File: config.mk
export PLATFORM = sky130hd
export DESIGN_NAME = instr_fetch_flat
export DESIGN_NICKNAME = d
export VERILOG_FILES = /design/src/rtl/fetch_pkg.sv /design/src/rtl/instr_fetch_if.sv /design/src/rtl/fetch_pc_reg.sv /design/src/rtl/instr_fetch.sv /design/src/flat_wrapper.sv
export SDC_FILE = /design/constraint.sdc
export NUM_CORES = 1
export LEC_CHECK = 0
export BUFFER_PORTS_ARGS = -buffer_cell sky130_fd_sc_hd__buf_2
export CAP_MARGIN = 20
export CORE_MARGIN = 2
export CORE_UTILIZATION = 50
export DETAILED_ROUTE_END_ITERATION = 6
export GPL_TIMING_DRIVEN = 0
export PLACE_DENSITY = 0.83
export SLEW_MARGIN = 25
export SYNTH_ARGS = -nofsm -noshare
export SYNTH_HDL_FRONTEND = slang
export SYNTH_HIERARCHICAL = 1
export SYNTH_SLANG_ARGS = --single-unit
export TNS_END_PERCENT = 1
File: constraint.sdc
create_clock -name clk -period 5.7 [get_ports clk]
set_clock_uncertainty 0.2 [all_clocks]
set_input_delay 0.855 -clock clk [delete_from_list [all_inputs] [get_ports clk]]
set_output_delay 0.855 -clock clk [all_outputs]
set_load 0.005 [all_outputs]
File: src/rtl/fetch_pkg.sv
// Shared fetch-stage definitions: widths, state encoding, NOP constant and the
// instr/pc bundle handed to the decoder.
package fetch_pkg;

    localparam int unsigned PC_W    = 32;
    localparam int unsigned INSTR_W = 32;

    // ADDI x0,x0,0
    localparam logic [INSTR_W-1:0] FETCH_NOP = 32'h0000_0013;
    localparam logic [PC_W-1:0]    PC_STEP   = PC_W'(4);

    typedef enum logic [2:0] {
        ST_IDLE  = 3'd0,
        ST_FETCH = 3'd1,
        ST_WAIT  = 3'd2,
        ST_HOLD  = 3'd3,
        ST_HALT  = 3'd4
    } fetch_state_t;

    typedef struct packed {
        logic [INSTR_W-1:0] instr;
        logic [PC_W-1:0]    pc;
        logic [PC_W-1:0]    pc_plus4;
    } fetch_out_t;

    function automatic logic is_misaligned(input logic [PC_W-1:0] addr);
        return addr[1:0] != 2'b00;
    endfunction

endpackage

File: src/rtl/instr_fetch_if.sv
// Instruction-memory read port: req/gnt address phase, rvalid data phase.
interface instr_fetch_if;
    import fetch_pkg::*;

    logic               imem_req;
    logic [PC_W-1:0]    imem_addr;
    logic               imem_gnt;
    logic               imem_rvalid;
    logic [INSTR_W-1:0] imem_rdata;

    modport master (
        output imem_req,
        output imem_addr,
        input  imem_gnt,
        input  imem_rvalid,
        input  imem_rdata
    );

    modport slave (
        input  imem_req,
        input  imem_addr,
        output imem_gnt,
        output imem_rvalid,
        output imem_rdata
    );

endinterface

File: src/rtl/fetch_pc_reg.sv
// Fetch PC register: sequential +4 advance, redirect load and sticky
// misaligned-target detection.
module fetch_pc_reg
    import fetch_pkg::*;
#(
    parameter logic [PC_W-1:0] RESET_PC = '0
) (
    input  logic            clk,
    input  logic            rst,
    input  logic            i_redirect,
    input  logic [PC_W-1:0] i_redirect_pc,
    input  logic            i_advance,
    output logic [PC_W-1:0] o_fetch_pc,
    output logic [PC_W-1:0] o_fetch_pc_plus4_c,
    output logic            o_misalign,
    output logic            o_bad_target_c
);

    logic [PC_W-1:0] r_fetch_pc;
    logic            r_misalign;
    logic            w_bad_target;

    assign w_bad_target = is_misaligned(i_redirect_pc);

    // A misaligned target never reaches the PC; it only latches the sticky flag.
    always_ff @(posedge clk) begin
        if (rst) begin
            r_fetch_pc <= RESET_PC;
            r_misalign <= 1'b0;
        end else if (i_redirect) begin
            if (w_bad_target) begin
                r_misalign <= 1'b1;
            end else begin
                r_fetch_pc <= i_redirect_pc;
            end
        end else if (i_advance) begin
            r_fetch_pc <= r_fetch_pc + PC_STEP;
        end
    end

    assign o_fetch_pc         = r_fetch_pc;
    assign o_fetch_pc_plus4_c = r_fetch_pc + PC_STEP;
    assign o_misalign         = r_misalign;
    assign o_bad_target_c     = w_bad_target;

endmodule

File: src/rtl/instr_fetch.sv
// Fetch stage: one outstanding imem read at a time, holds the returned word
// for the decoder until consumed, squashes stale data after redirect/reset.
module instr_fetch
    import fetch_pkg::*;
#(
    parameter logic [PC_W-1:0]    RESET_PC  = 32'h0000_0000,
    parameter logic [INSTR_W-1:0] NOP_INSTR = FETCH_NOP
) (
    input  logic               clk,
    input  logic               rst,
    instr_fetch_if.master      imem,
    input  logic               stall,
    input  logic               redirect,
    input  logic [PC_W-1:0]    redirect_pc,
    output logic [INSTR_W-1:0] instr,
    output logic [PC_W-1:0]    pc,
    output logic [PC_W-1:0]    pc_plus4,
    output logic               instr_valid,
    output logic               misalign
);

    fetch_state_t    r_state;
    logic            r_drop;
    logic            r_valid;
    fetch_out_t      r_out;

    logic [PC_W-1:0] w_fetch_pc;
    logic [PC_W-1:0] w_fetch_pc_plus4;
    logic            w_redirect;
    logic            w_bad_target;
    logic            w_advance;

    // HALT ignores redirects entirely.
    assign w_redirect = redirect && (r_state != ST_HALT);
    assign w_advance  = (r_state == ST_WAIT) && imem.imem_rvalid && !r_drop && !w_redirect;

    fetch_pc_reg #(
        .RESET_PC (RESET_PC)
    ) u_pc (
        .clk                (clk),
        .rst                (rst),
        .i_redirect         (w_redirect),
        .i_redirect_pc      (redirect_pc),
        .i_advance          (w_advance),
        .o_fetch_pc         (w_fetch_pc),
        .o_fetch_pc_plus4_c (w_fetch_pc_plus4),
        .o_misalign         (misalign),
        .o_bad_target_c     (w_bad_target)
    );

    // Reset remembers whether a granted read is still in flight so its
    // response can be absorbed in IDLE instead of being taken as data.
    always_ff @(posedge clk) begin
        if (rst) begin
            r_state        <= ST_IDLE;
            r_drop         <= (r_state == ST_WAIT) || ((r_state == ST_FETCH) && imem.imem_gnt);
            r_valid        <= 1'b0;
            r_out.instr    <= NOP_INSTR;
            r_out.pc       <= RESET_PC;
            r_out.pc_plus4 <= RESET_PC + PC_STEP;
        end else if (w_redirect) begin
            r_valid     <= 1'b0;
            r_out.instr <= NOP_INSTR;
            if (w_bad_target) begin
                r_state <= ST_HALT;
            end else begin
                case (r_state)
                    ST_FETCH: begin
                        if (imem.imem_gnt) begin
                            r_state <= ST_WAIT;
                            r_drop  <= 1'b1;
                        end
                    end
                    ST_WAIT: begin
                        if (imem.imem_rvalid) begin
                            r_state <= ST_FETCH;
                            r_drop  <= 1'b0;
                        end else begin
                            r_drop  <= 1'b1;
                        end
                    end
                    ST_HOLD: r_state <= ST_FETCH;
                    default: ;
                endcase
            end
        end else begin
            case (r_state)
                ST_IDLE: begin
                    if (!r_drop || imem.imem_rvalid) begin
                        r_drop  <= 1'b0;
                        r_state <= ST_FETCH;
                    end
                end
                ST_FETCH: begin
                    if (imem.imem_gnt) r_state <= ST_WAIT;
                end
                ST_WAIT: begin
                    if (imem.imem_rvalid) begin
                        if (r_drop) begin
                            r_drop  <= 1'b0;
                            r_state <= ST_FETCH;
                        end else begin
                            r_out.instr    <= imem.imem_rdata;
                            r_out.pc       <= w_fetch_pc;
                            r_out.pc_plus4 <= w_fetch_pc_plus4;
                            r_valid        <= 1'b1;
                            r_state        <= ST_HOLD;
                        end
                    end
                end
                ST_HOLD: begin
                    if (!stall) begin
                        r_valid     <= 1'b0;
                        r_out.instr <= NOP_INSTR;
                        r_state     <= ST_FETCH;
                    end
                end
                default: ;
            endcase
        end
    end

    assign imem.imem_req  = (r_state == ST_FETCH);
    assign imem.imem_addr = w_fetch_pc;

    assign instr       = r_out.instr;
    assign pc          = r_out.pc;
    assign pc_plus4    = r_out.pc_plus4;
    assign instr_valid = r_valid;

endmodule

File: src/flat_wrapper.sv
// flat-port wrapper written by rule: the top's interface ports become plain ports
module instr_fetch_flat import fetch_pkg::*;
#(
    parameter logic [PC_W-1:0]    RESET_PC  = 32'h0000_0000,
    parameter logic [INSTR_W-1:0] NOP_INSTR = FETCH_NOP
)
  (clk, rst, stall, redirect, redirect_pc, instr, pc, pc_plus4, instr_valid, misalign, imem_imem_req, imem_imem_addr, imem_imem_gnt, imem_imem_rvalid, imem_imem_rdata);
  instr_fetch_if imem_i ();
  input  logic clk;
  input  logic rst;
  input  logic stall;
  input  logic redirect;
  input  logic [PC_W-1:0] redirect_pc;
  output logic [INSTR_W-1:0] instr;
  output logic [PC_W-1:0] pc;
  output logic [PC_W-1:0] pc_plus4;
  output logic instr_valid;
  output logic misalign;
  output wire logic [$bits(imem_i.imem_req)-1:0] imem_imem_req;
  output wire logic [$bits(imem_i.imem_addr)-1:0] imem_imem_addr;
  input wire logic [$bits(imem_i.imem_gnt)-1:0] imem_imem_gnt;
  input wire logic [$bits(imem_i.imem_rvalid)-1:0] imem_imem_rvalid;
  input wire logic [$bits(imem_i.imem_rdata)-1:0] imem_imem_rdata;
  assign imem_imem_req = imem_i.imem_req;
  assign imem_imem_addr = imem_i.imem_addr;
  assign imem_i.imem_gnt = imem_imem_gnt;
  assign imem_i.imem_rvalid = imem_imem_rvalid;
  assign imem_i.imem_rdata = imem_imem_rdata;
  instr_fetch #(.RESET_PC(RESET_PC), .NOP_INSTR(NOP_INSTR)) u_core (.clk(clk), .rst(rst), .imem(imem_i), .stall(stall), .redirect(redirect), .redirect_pc(redirect_pc), .instr(instr), .pc(pc), .pc_plus4(pc_plus4), .instr_valid(instr_valid), .misalign(misalign));
endmodule
Word level (Yosys, flattened, before mapping)
Cells that the tools add are included.
- output and inout port bits: 131
- bits of input ports: 70
- register bits: 134
- logic and storage cells: 81
- bitwise logic cells: 2
- add/subtract/negate cells: 1
- equality and inequality tests: 18
- reductions and logical operators: 22
- muxes and demuxes: 30
- operators with widths (kind ; number):
    $mux W96 ; 2
    $mux W32 ; 4
    $pmux W32 S2 ; 1
    $add A32 B3 Y32 const B ; 1
    $mux W3 ; 7
    $pmux W3 S4 ; 1
    $reduce_and A6 Y1 ; 2
    $mux W1 ; 10
    $ne A3 B3 Y1 const B ; 3
    $pmux W3 S3 ; 1
    $ne A2 B2 Y1 const B ; 4
    $ne A4 B4 Y1 const B ; 2
    $reduce_and A4 Y1 ; 2
    $eq A3 B2 Y1 const B ; 2
    $ne A3 B2 Y1 const B ; 2
    $pmux W1 S2 ; 3
    $reduce_bool A2 Y1 ; 3
    $logic_and A1 B1 Y1 ; 5
    $ne A5 B5 Y1 const B ; 1
    $reduce_bool A5 Y1 ; 1
    $ne A4 B2 Y1 const B ; 1
    $ne A4 B3 Y1 const B ; 1
    $reduce_and A2 Y1 ; 2
    $reduce_bool A4 Y1 ; 1
    other kinds (8) ; 11

Depth between registers and ports, before layout
Gate-level depths: netlist (run 1).
- depth in word-level cells: 6
- gate-level depth with buffers: 13
- mapped depth without buffers: 9

By module
The synthesis (run 1) kept the hierarchy.
- by module, submodules not included (module ; instances ; cells an instance ; area an instance (µm²) ; sequential area each (µm²)):
    instr_fetch ; 1 ; 453 ; 3729.8 ; 2031.9
    fetch_pc_reg ; 1 ; 328 ; 2389.8 ; 660.6

Worst setup path after synthesis (run 1)
Ideal clock, no wire load.
- path type: input port to flip-flop
- start point: input imem_imem_rvalid
- end point: register u_core.u_pc.r_fetch_pc[10], in the netlist u_core/u_pc/o_fetch_pc[10]
- slack: 2.882 ns
- arrival time: 2.548 ns
- stages: 10
- buffers on the path: 2
- data required time: 5.430 ns
- library setup time: 0.070 ns
- path through: nor3b_2 and2_1 nand2b_1 inv_2 buf_2 nor2b_1 nor2_1 clkbuf_1 o21ai_0 a21oi_1
- word-level cells in the longest chain between the ends: 5
- RTL lines (what ; line ; source):
    from (decl) ; flat_wrapper.sv:22 ; input wire logic [$bits(imem_i.imem_rvalid)-1:0] imem_imem_rvalid;
    $logic_and A1 B1 Y1 (3 in a row) ; instr_fetch.sv:35 ; assign w_advance = (r_state == ST_WAIT) && imem.imem_rvalid && !r_drop && !w_redirect;
    named net u_core.w_advance ; instr_fetch.sv:31 ; logic w_advance;
    $reduce_bool A2 Y1 (no line) ; -- ;
    $reduce_and A2 Y1 (no line) ; -- ;
    to (signal assigned) ; fetch_pc_reg.sv:34 ; r_fetch_pc <= i_redirect_pc;
    to (signal assigned) ; fetch_pc_reg.sv:37 ; r_fetch_pc <= r_fetch_pc + PC_STEP;
    to (decl) ; fetch_pc_reg.sv:19 ; logic [PC_W-1:0] r_fetch_pc;
The timed path passes the listed nets, and every way through them passes these cells.
A chain may end at the register's enable or synchronous reset.

Worst setup path in the final report (run 1)
- start point: input redirect
- end point: register u_core.u_pc.r_fetch_pc[6], in the netlist u_core/u_pc/o_fetch_pc[6]
- word-level cells in the longest chain between the ends: 5
- elaborated cells on any way between the ends: 7
- those cells by class: eq/ne: 1; mux: 1; reduce/logical: 5
- RTL lines (what ; line ; source):
    from (decl) ; flat_wrapper.sv:12 ; input logic redirect;
    $logic_and A1 B1 Y1 ; instr_fetch.sv:34 ; assign w_redirect = redirect && (r_state != ST_HALT);
    named net u_core.w_redirect ; instr_fetch.sv:29 ; logic w_redirect;
    $logic_not A1 Y1 ; instr_fetch.sv:35 ;
    $logic_and A1 B1 Y1 ; instr_fetch.sv:35 ;
    named net u_core.w_advance ; instr_fetch.sv:31 ;
    $reduce_bool A2 Y1 (no line) ; -- ;
    $reduce_and A2 Y1 (no line) ; -- ;
The timed path passes the listed nets, and every way through them passes these cells.

==> flow_summary_export.csv, run 1 <==
group,metric,value,unit
status,status,"finished, violations left",
status,violations,"design-rule violations",
cts,cts.repair.resized,0,
synthesis,synth_cell_types,66,
sta,drv_slew,0,
grt,grt-ovfl-total,0,
placement,port_buffers,199,
cts,cts_tree,"built",
grt,antenna_found_initial,0,
setup_path,startpoint_type,"input pin",
synthesis,synth_nets,852,
setup_path,worstSetupPathType,"input pin to flop",
cts,ctsHoldBuffers,0,
route,ant_nets,0,
floorplanning,initial_core_util,51.2,%
cts,cts_buffers,17,
sta,final.setup.tns,0,ns
route,dr.pass1.iters,7,
floorplanning,core_region_area,12000,sq um
cts,cts_htree_levels,4,
finish,utilization,66.4,%
cts,clkLatencyLatePin,0.42,ns
synthesis,ys_seq_area_share,44.0,%
pwr,p_leak,3.35,nW
finish,antennaDiodeCount,0,
synthesis,synthTopCellsByArea,"dfxtp_1 44%, nand2_1 10%, a21oi_1 7.4%",
floorplanning,chipWidth,115,um
sta,rsz0062_at_grt,"false",
route,drc_errors,1,
floorplanning,die_y,115,um
floorplanning,row_count,40,
floorplanning,floorplan.die_area,13100,sq um
grt,grtUsageTotal,29.9,%
synthesis,netlist.area_leader.share,43.5,%
route,wire_per_inst,17.2,um
setup_path,crit_chain,"buf_2 > inv_1 > a21oi_4 > nand2b_1 > inv_2 > buf_2 > nor2b_1 > nor2_1 > clkbuf_1 > o21ai_0 > a21oi_1",
setup_path,arrival,3.77,ns
setup_path,end_kind,"flop",
floorplanning,ioPinCount,201,
route,routed_wl,20000,um
synthesis,synth_flop_cell,"dfxtp_1",
setup_path,crit_required,5.84,ns
sta,fin_crit_sh,63.8,%
placement,placedInstanceArea,7300,sq um
worst_hold_path,hold_path_class,"flop to flop",
route,viasPerCell,5.78,
sta,worst_pin_slew,0.939,ns
cts,post_cts_buffers,0,
pwr,ir_drop,0.199,mV
placement,gp_congestion,0.971,
pwr,p_per_area,303,nW/um^2
setup_path,path_max_fanout,13,
sta,final-hold-violation-count,0,
synthesis,avgSynthCellArea,7.84,sq um
route,num_vias,6692,
cts,clockBufferDepth,2,
synthesis,yosysWarnings,6,
grt,grt_max_degree,17,
pwr,total_power,2.41,mW
finish,areaGrowthSynthToFinish,29.9,%
setup_path,crit_top_cell,"buf_2",
sta,max_freq,275,MHz
cts,clk_pin_slew,0.06,ns
setup_path,slowest_stage,"nor2_1",
synthesis,synth_edf_count,1,
finish,fillCellCount,1044,
synthesis,synth_cells,781,
cts,clockRootBuffer,"clkbuf_16",
grt,grt_pass1_vias,5996,
synthesis,synth_area,6120,sq um
setup_path,cpPeakStageDelay,0.77,ns
sta,slew_headroom,37.2,%
grt,grt_pass1_wl,30800,um
finish,drive_above_1_share,27.2,%
placement,dp_hpwl,14100,um
finish,final_area,7950,sq um
synthesis,synth-async-reset-ratio,0,%
synthesis,synth_seq_cells,134,
cts,cts_sinks,134,
sta,min_period,3.63,ns
run,drv_cap,0,
finish,finalNetCount,1070,
synthesis,synth_top_area_cell,"dfxtp_1",
sta,setup_viol,0,
route,drt_iter0_markers,704,
==> worst max-delay path: cells and delay by family <==
family                 cells  cell delay (ns)
AO/OA/AOI/OAI              3             0.66
buffers and inverters      5             1.02
AND/OR/NAND/NOR            3             1.23
==> final timing paths <==
| path | startpoint | end | slack, ns | cells past startpoint |
|---|---|---|---|---|
| worst max register to register | u_core/r_state[0]$_SDFFE_PP0P_ | u_core/u_pc/o_fetch_pc[6]$_SDFFE_PP0N_ | 2.21 | 10 |
| worst min-delay path | u_core/pc_plus4[1]$_SDFFE_PP0P_ | u_core/pc_plus4[1]$_SDFFE_PP0P_ | 0.25 | 2 |
| worst max-delay path | redirect | u_core/u_pc/o_fetch_pc[6]$_SDFFE_PP0N_ | 2.07 | 11 |
| worst min register to register | u_core/pc_plus4[1]$_SDFFE_PP0P_ | u_core/pc_plus4[1]$_SDFFE_PP0P_ | 0.25 | 2 |
==> cell usage in the layout (no fill, tap or decap), drive strengths merged, types with 5 or more instances in the layout <==
master  instances
a21oi          93
buf           228
and3            8
bufinv          5
xor2            8
o21ai          33
nor3            7
nand4          12
nand2         170
clkbuf         57
a22oi          34
dfxtp         133
inv            13
xnor2          16
a31oi          12
nand3          24
nand2b          6
nor4            5
nor2           71
==> Yosys cell counts, types with 6 or more instances <==
master / n
a21oi_1: 90
xor2_1: 8
xnor2_1: 16
buf_4: 9
buf_2: 15
and3_1: 8
nor2_1: 70
nand4_1: 10
nand2_1: 169
dfxtp_1: 133
nand2b_1: 6
a31oi_1: 12
nand3_1: 22
o21ai_0: 30
inv_1: 11
clkbuf_1: 33
a22oi_1: 34
==> metal layers <==
layer | routed length, um | GRT usage, % | up-vias
li1 | - | - | 3150
met1 | 8180 | 39.9 | 3078
met2 | 9200 | 46.0 | 414
met3 | 2030 | 8.26 | 50
met4 | 529 | 11.8 | 0
met5 | 0 | 0 | -
==> report_power, final <==
part,switching [mW],leakage [nW],internal (mW)
combinational,0.139,1.95,0.0855
clock,0.398,0.314,0.808
sequential,0.0234,1.08,0.955
total,0.560,3.35,1.85
==> registers in the layout (all words and copies together) (netlist names) <==
name	count
u_core/u_pc/o_fetch_pc	32
u_core/r_state	3
u_core/instr	32
u_core/pc	32
u_core/pc_plus4	32
u_core/u_pc/o_misalign	1
u_core/instr_valid	1
u_core/r_drop	1
==> logic make-up after synthesis <==
kind of cell	count (synthesis)	synth area share [%]
mux	2	0.348
fa+ha+maj	1	0.204
simple gates	334	25.2
flops	134	44.0
xor+xnor	24	3.43
buf+inv	75	5.60
compound gates	211	21.2
==> metrics by stage <==
| stage | hold WS, ns | instances | worst slack (ns) |
|---|---|---|---|
| finish | 0.248 | 1158 | 2.07 |
| CTS | 0.251 | 1158 | 2.21 |
| floorplan | 0.253 | 781 | 2.88 |
| global route | 0.273 | 1158 | 1.98 |
| global placement | 0.239 | 1127 | 1.85 |
| detailed placement | 0.243 | 1127 | 1.82 |
==> cell type report <==
type | count | area [sq um] | area share (%)
multi-input cells | 572 | 3080 | 38.8
flip-flops and latches | 134 | 2690 | 33.9
clock buffers | 23 | 478 | 6.01
clock inverters | 8 | 169 | 2.13
repair buffers | 199 | 996 | 12.5
plain buffers | 63 | 298 | 3.75
well taps | 147 | 184 | 2.31
inverters | 12 | 45.0 | 0.567
Note: power is estimated with default switching activity, not from simulation.
==> run 2, diff against run 1 <==
--- a/config.mk
+++ b/config.mk
@@ -5,6 +5,7 @@
 export SDC_FILE = /design/constraint.sdc
 export NUM_CORES = 1
 export LEC_CHECK = 0
+export ABC_AREA = 1
 export BUFFER_PORTS_ARGS = -buffer_cell sky130_fd_sc_hd__buf_2
 export CAP_MARGIN = 20
 export CORE_MARGIN = 2
==> constraint.sdc (replaced) <==
create_clock -name clk -period 3.4 [get_ports clk]
set_clock_uncertainty 0.2 [all_clocks]
set_input_delay 0.51 -clock clk [delete_from_list [all_inputs] [get_ports clk]]
set_output_delay 0.51 -clock clk [all_outputs]
set_load 0.005 [all_outputs]
==> run 2 against run 1 <==
The run now ends clean. Combinational power rose to 2.8 times the previous value. First-iteration DRC count fell by 19%. Clock power rose by 35%. Die area fell by 1.8%.
==> flow_summary_export.csv, run 2 <==
group,metric,value,unit
grt,grt-ovfl-total,0,
synthesis,synth.most_common_cell,"nand2_1",
pwr,p_switching,1.16,mW
sta,fin_crit_sh,76.0,%
finish,regArea,2690,sq um
synthesis,synth_edf_count,1,
sta,hold_ws,0.128,ns
setup_path,arrival,2.68,ns
cts,cts_buffers,17,
synthesis,synth_area,6010,sq um
pwr,total_power,4.06,mW
floorplanning,die_y,114,um
synthesis,synth_cell_types,30,
setup_path,end_kind,"flop",
route,routed_wl,17800,um
route,drc_errors,0,
setup_path,startpoint_type,"flop",
pwr,internal_power,2.90,mW
status,status,"completed",
cts,ctsHoldBuffers,0,
grt,antenna_found_initial,0,
route,ant_nets,0,
sta,min_period,2.58,ns
sta,final-hold-violation-count,0,
sta,rsz0062_at_grt,"false",
synthesis,avgSynthCellArea,7.15,sq um
placement,gp_congestion,0.948,
run,drv_cap,0,
cts,cts_tree,"built",
finish,finalNetCount,1130,
synthesis,yosysWarnings,6,
pwr,swShare,28.6,%
grt,grt_max_degree,17,
grt,grtUsageTotal,27.3,%
pwr,pwr-share-comb,15.7,%
sta,setup_viol,0,
sta,worst_pin_slew,0.629,ns
placement,port_buffers,200,
synthesis,synth_flop_cell,"dfxtp_1",
cts,clkLatencyLatePin,0.42,ns
finish,final_cell_mix,"217 x buf_2, 190 x nand2_1, 162 x nor2_1, 133 x dfxtp_1, 93 x a21oi_1",
sta,worst_slack,0.817,ns
setup_path,crit_required,3.50,ns
setup_path,slowest_stage,"dfxtp_1",
cts,cts.repair.resized,0,
floorplanning,initial_core_util,50.6,%
synthesis,netlist.area_leader.share,44.3,%
synthesis,synth_nets,911,
synthesis,ys_top_cells_by_count,"190 x nand2_1, 162 x nor2_1, 133 x dfxtp_1",
pwr,p_seq_share,44.1,%
worst_hold_path,hold_path_class,"input pin to flop",
setup_path,cpPeakStageDelay,0.47,ns
route,dr.pass1.iters,5,
cts,clk_pin_slew,0.06,ns
floorplanning,floorplan.die_area,12900,sq um
floorplanning,ioPinCount,201,
finish,fillCellCount,1059,
route,num_vias,6344,
cts,cts_sinks,134,
cts,post_cts_buffers,0,
finish,final_area,7720,sq um
cts,clockRootBuffer,"clkbuf_16",
placement,place_ws,0.921,ns
route,wire_per_inst,14.6,um
sta,slew_headroom,58.0,%
finish,final_common_cell,"buf_2",
sta,drv_slew,0,
synthesis,synthTopCellsByArea,"dfxtp_1 44%, nand2_1 12%, nor2_1 10%",
pwr,p_clk_share,40.2,%
grt,grt_pass1_wl,27800,um
floorplanning,chipWidth,114,um
pwr,p_leak,3.79,nW
cts,clockBufferDepth,2,
finish,antennaDiodeCount,0,
floorplanning,core_region_area,11900,sq um
synthesis,synth_cells,840,
cts,cts_htree_levels,4,
route,drt_iter0_markers,568,
pwr,ir_drop,0.313,mV
synthesis,synth_seq_cells,134,
sta,final.setup.tns,0,ns
sta,max_freq,387,MHz
synthesis,ys_seq_area_share,44.8,%
pwr,p_per_area,526,nW/um^2
route,viasPerCell,5.21,
placement,placedInstanceArea,7190,sq um
finish,multi_input_area,2920,sq um
finish,drive_above_1_share,27.3,%
grt,grt_pass1_vias,5772,
placement,dp_hpwl,13100,um
synthesis,synth_top_area_cell,"dfxtp_1",
floorplanning,row_count,40,
synthesis,synth-async-reset-ratio,0,%
setup_path,crit_chain,"nand2_2 > nor2_2 > nand2_2 > nor2_4 > inv_2 > nor2_4 > buf_6 > buf_6 > o21ai_1 > buf_2 > buf_2 > a21oi_1 > a21oi_1",
setup_path,worstSetupPathType,"flop to flop",
setup_path,path_max_fanout,10,
finish,areaGrowthSynthToFinish,28.5,%
-- run 2: cell count changes after synthesis, moves of 12 or more --
cell,before,now
nor2_1,70,162
nand2_1,169,190
a22oi_1,34,0
inv_1,11,29
nor2_4,0,12
clkbuf_1,33,19
xnor2_1,16,4
o21ai_1,3,41
o21ai_0,30,58
-- run 2: final timing paths --
kind | start | slack, ns | to | cells past startpoint
hold / removal | rst | 0.13 | u_core/r_state[2]$_SDFFE_PP0P_ | 2
setup / recovery | u_core/r_state[1]$_SDFFE_PP0P_ | 0.82 | u_core/u_pc/o_fetch_pc[22]$_SDFFE_PP0N_ | 13
setup reg to reg | u_core/r_state[1]$_SDFFE_PP0P_ | 0.82 | u_core/u_pc/o_fetch_pc[22]$_SDFFE_PP0N_ | 13
hold reg to reg | u_core/instr[22]$_SDFFE_PN0P_ | 0.26 | u_core/instr[22]$_SDFFE_PN0P_ | 2
-- run 2: cell type report --
type,instances,share of cell area [%]
sequential,134,34.9
timing repair buffer,200,13.0
clock inverter,9,0.697
inverter,34,1.65
multi-input combinational,624,37.8
clock buffer,22,6.14
tap,147,2.38
buffer,48,3.49
-- run 2: power by group through the flow --
stage | logic (mW) | registers, mW | clock network, mW
floorplan | 0.379 | 1.80 | 0
global placement | 0.618 | 1.82 | 0
detailed placement | 0.624 | 1.82 | 0
CTS | 0.630 | 1.79 | 1.66
global route | 0.708 | 1.80 | 1.73
finish | 0.636 | 1.79 | 1.63
-- run 2: cells by family (layout without fill, tap and decap cells) --
logic type	count (synthesis)	count (layout)	share of synthesized area [%]
buffers and inverters	82	313	6.60
adder cells (fa/ha/maj)	1	1	0.208
XOR/XNOR	15	15	2.69
AO/OA/AOI/OAI	199	199	16.8
flip-flops	134	134	44.8
AND/OR/NAND/NOR	409	409	28.9
-- run 2: through the flow --
stage               util, %  instances
floorplan                 -        840
global placement       60.6       1187
detailed placement     60.6       1187
CTS                    65.1       1218
global route           65.1       1218
finish                 65.1       1218
-- run 2: routing by layer --
metal	track usage [%]	vias to the layer above	routed length [um]
met5	0	-	0
met4	10.5	0	426
met3	6.11	39	1480
met2	46.3	298	8330
met1	34.0	2847	7560
li1	-	3160	-
-- run 2: critical path, delay by kind of cell (launching register included) --
family / cells / cell delay [ns]
buffers and inverters: 5 / 0.85
AOI/OAI and AO/OA: 3 / 0.35
DFF: 1 / 0.47
and+or+nand+nor: 5 / 0.57
==> run 3, diff against run 2 <==
--- a/config.mk
+++ b/config.mk
@@ -9,10 +9,10 @@
 export BUFFER_PORTS_ARGS = -buffer_cell sky130_fd_sc_hd__buf_2
 export CAP_MARGIN = 20
 export CORE_MARGIN = 2
-export CORE_UTILIZATION = 50
+export CORE_UTILIZATION = 46
 export DETAILED_ROUTE_END_ITERATION = 6
 export GPL_TIMING_DRIVEN = 0
-export PLACE_DENSITY = 0.83
+export PLACE_DENSITY = 0.81
 export SLEW_MARGIN = 25
 export SYNTH_ARGS = -nofsm -noshare
 export SYNTH_HDL_FRONTEND = slang
==> constraint.sdc (replaced) <==
create_clock -name clk -period 2.3 [get_ports clk]
set_clock_uncertainty 0.2 [all_clocks]
set_input_delay 0.345 -clock clk [delete_from_list [all_inputs] [get_ports clk]]
set_output_delay 0.345 -clock clk [all_outputs]
set_load 0.005 [all_outputs]
==> run 3 against run 2 <==
Wire length up 7.8%. Utilization up 0.39 points. Clock power up 80%. Critical path depth up 1. Sequential power up 48%. Non-clock buffer count up 37. Combinational power up 64%. Power up 63%. Design area up 7.5%. Critical path type unchanged. Critical endpoint is now u_core/u_pc/o_fetch_pc[9]$_SDFFE_PP0N_.
==> flow_summary_export.csv, run 3 (synthesized netlist as in run 2, its figures left out) <==
group,metric,value,unit
sta,setup_viol,0,
pwr,p_leak,4.01,nW
route,dr.pass1.iters,5,
placement,placedInstanceArea,7220,sq um
cts,cts_buffers,17,
finish,regArea,2700,sq um
worst_hold_path,hold_path_depth,3,
run,drv_cap,0,
floorplanning,floorplan.die_area,14000,sq um
grt,grtUsageTotal,27.0,%
grt,grt_max_degree,17,
cts,cts_htree_levels,4,
pwr,p_seq_share,40.1,%
route,drc_errors,0,
sta,worst_pin_slew,0.577,ns
setup_path,cpPeakStageDelay,0.35,ns
setup_path,end_kind,"flop",
route,top_layer,"met4",
finish,final_cell_mix,"211 x buf_2, 188 x nand2_1, 162 x nor2_1, 131 x dfxtp_1, 89 x a21oi_1",
route,viasPerCell,5.16,
finish,drive_above_1_share,28.0,%
setup_path,worstSetupPathType,"flop to flop",
placement,port_buffers,200,
route,wl_met3,1610,um
setup_path,crit_required,2.40,ns
route,num_vias,6610,
cts,clk_pin_slew,0.06,ns
grt,antenna_found_initial,0,
finish,antennaDiodeCount,0,
route,drt_iter0_markers,557,
floorplanning,core_region_area,12700,sq um
pwr,pwr-share-comb,15.7,%
finish,final_area,8300,sq um
setup_path,crit_chain,"inv_2 > nand2_2 > nor2_4 > nand2_2 > nor2_4 > inv_4 > nor2_4 > buf_8 > buf_6 > o21ai_2 > buf_4 > buf_4 > a21oi_1 > a21oi_1",
setup_path,rr_worst_depth,14,
sta,hold_ws,0.0299,ns
pwr,swShare,27.0,%
grt,grt_pass1_wl,30600,um
finish,finalNetCount,1167,
setup_path,cpLargestDelayFamily,"buffers and inverters",
sta,fin_crit_sh,95.2,%
cts,clkLatencyLatePin,0.41,ns
finish,multi_input_area,2950,sq um
finish,final_common_cell,"buf_2",
floorplanning,row_count,41,
placement,gp_congestion,0.953,
route,m1WireLength,7870,um
setup_path,slowest_stage,"dfxtp_2",
floorplanning,ioPinCount,201,
floorplanning,die_y,118,um
setup_path,arrival,2.28,ns
sta,min_period,2.19,ns
sta,slew_headroom,61.6,%
pwr,p_clk_share,44.3,%
route,ant_nets,0,
setup_path,crit_top_cell,"nor2_4",
setup_path,path_buf_inv,6,
pwr,p_switching,1.79,mW
grt,grt_pass1_vias,6223,
sta,rsz0062_at_grt,"true",
sta,final-hold-violation-count,0,
setup_path,path_max_fanout,10,
floorplanning,initial_core_util,47.4,%
cts,cts_sinks,134,
route,dr_wl_met2,9110,um
cts,cts_tree,"built",
finish,areaGrowthSynthToFinish,38.1,%
placement,dp_hpwl,13600,um
floorplanning,chipWidth,118,um
worst_hold_path,hold_path_class,"input pin to flop",
pwr,internal_power,4.83,mW
route,wire_per_inst,15.0,um
finish,fillCellCount,1103,
cts,clockBufferDepth,2,
status,status,"completed",
sta,max_freq,457,MHz
pwr,ir_drop,0.488,mV
sta,drv_slew,0,
cts,clockRootBuffer,"clkbuf_16",
setup_path,cp.depth,14,
grt,grt-ovfl-total,0,
pwr,p_per_area,798,nW/um^2
route,routed_wl,19200,um
setup_path,startpoint_type,"flop",
## run 3: routing by layer
layer	GRT usage [%]	up-vias
li1	-	3225
met1	32.2	3016
met2	45.1	319
met3	7.58	50
met4	12.2	0
met5	0	-
## run 3: path summary, 6_finish.rpt
kind                                  startpoint                                endpoint  slack [ns]
setup / recovery  u_core/r_state[2]$_SDFFE_PP0P_  u_core/u_pc/o_fetch_pc[9]$_SDFFE_PP0N_        0.11
hold / removal               imem_imem_rdata[27]           u_core/instr[27]$_SDFFE_PN0P_        0.03
setup reg to reg  u_core/r_state[2]$_SDFFE_PP0P_  u_core/u_pc/o_fetch_pc[9]$_SDFFE_PP0N_        0.11
hold reg to reg    u_core/instr[13]$_SDFFE_PN0P_           u_core/instr[13]$_SDFFE_PN0P_        0.26
## run 3: final cells by class
type                       instances  share of cell area [%]
inverter                          34                    1.57
buffer                            48                    3.50
timing repair buffer             237                    16.4
clock buffer                      20                    5.76
multi-input combinational        624                    35.6
sequential                       134                    32.5
clock inverter                    12                    2.08
tap                              172                    2.59
## run 3: repair_timing
item / in CTS / in global routing
endpoints found under the setup margin: 30 / 40
hold buffers: 33 / 0
hold endpoints to repair: 34 / 0
setup buffers: 2 / 2
pin swaps: 1 / 1
gates resized for setup: 9 / 19
## run 3: stage by stage
step	total power, mW	util (%)	TNS [ns]	cells	worst slack [ns]
floorplan	3.22	-	0	840	0.217
global placement	3.61	57.0	-3.47	1212	-0.164
detailed placement	3.61	57.0	-3.61	1212	-0.169
CTS	6.60	65.0	0	1279	0.00395
global route	6.89	65.5	-0.00380	1281	-0.00185
finish	6.62	65.5	0	1281	0.111
## run 3: power by group through the flow
stage	sequential [mW]	combinational (mW)	clock [mW]
2_1_floorplan	2.66	0.560	0
3_3_place_gp	2.69	0.917	0
3_5_place_dp	2.69	0.924	0
4_1_cts	2.64	0.989	2.97
5_1_grt	2.67	1.14	3.07
6_report	2.65	1.04	2.93
## run 3: worst min-delay path: stages
cell	delay (ns)
buf_2	0.11
nand2_1	0.06
a21oi_1	0.06
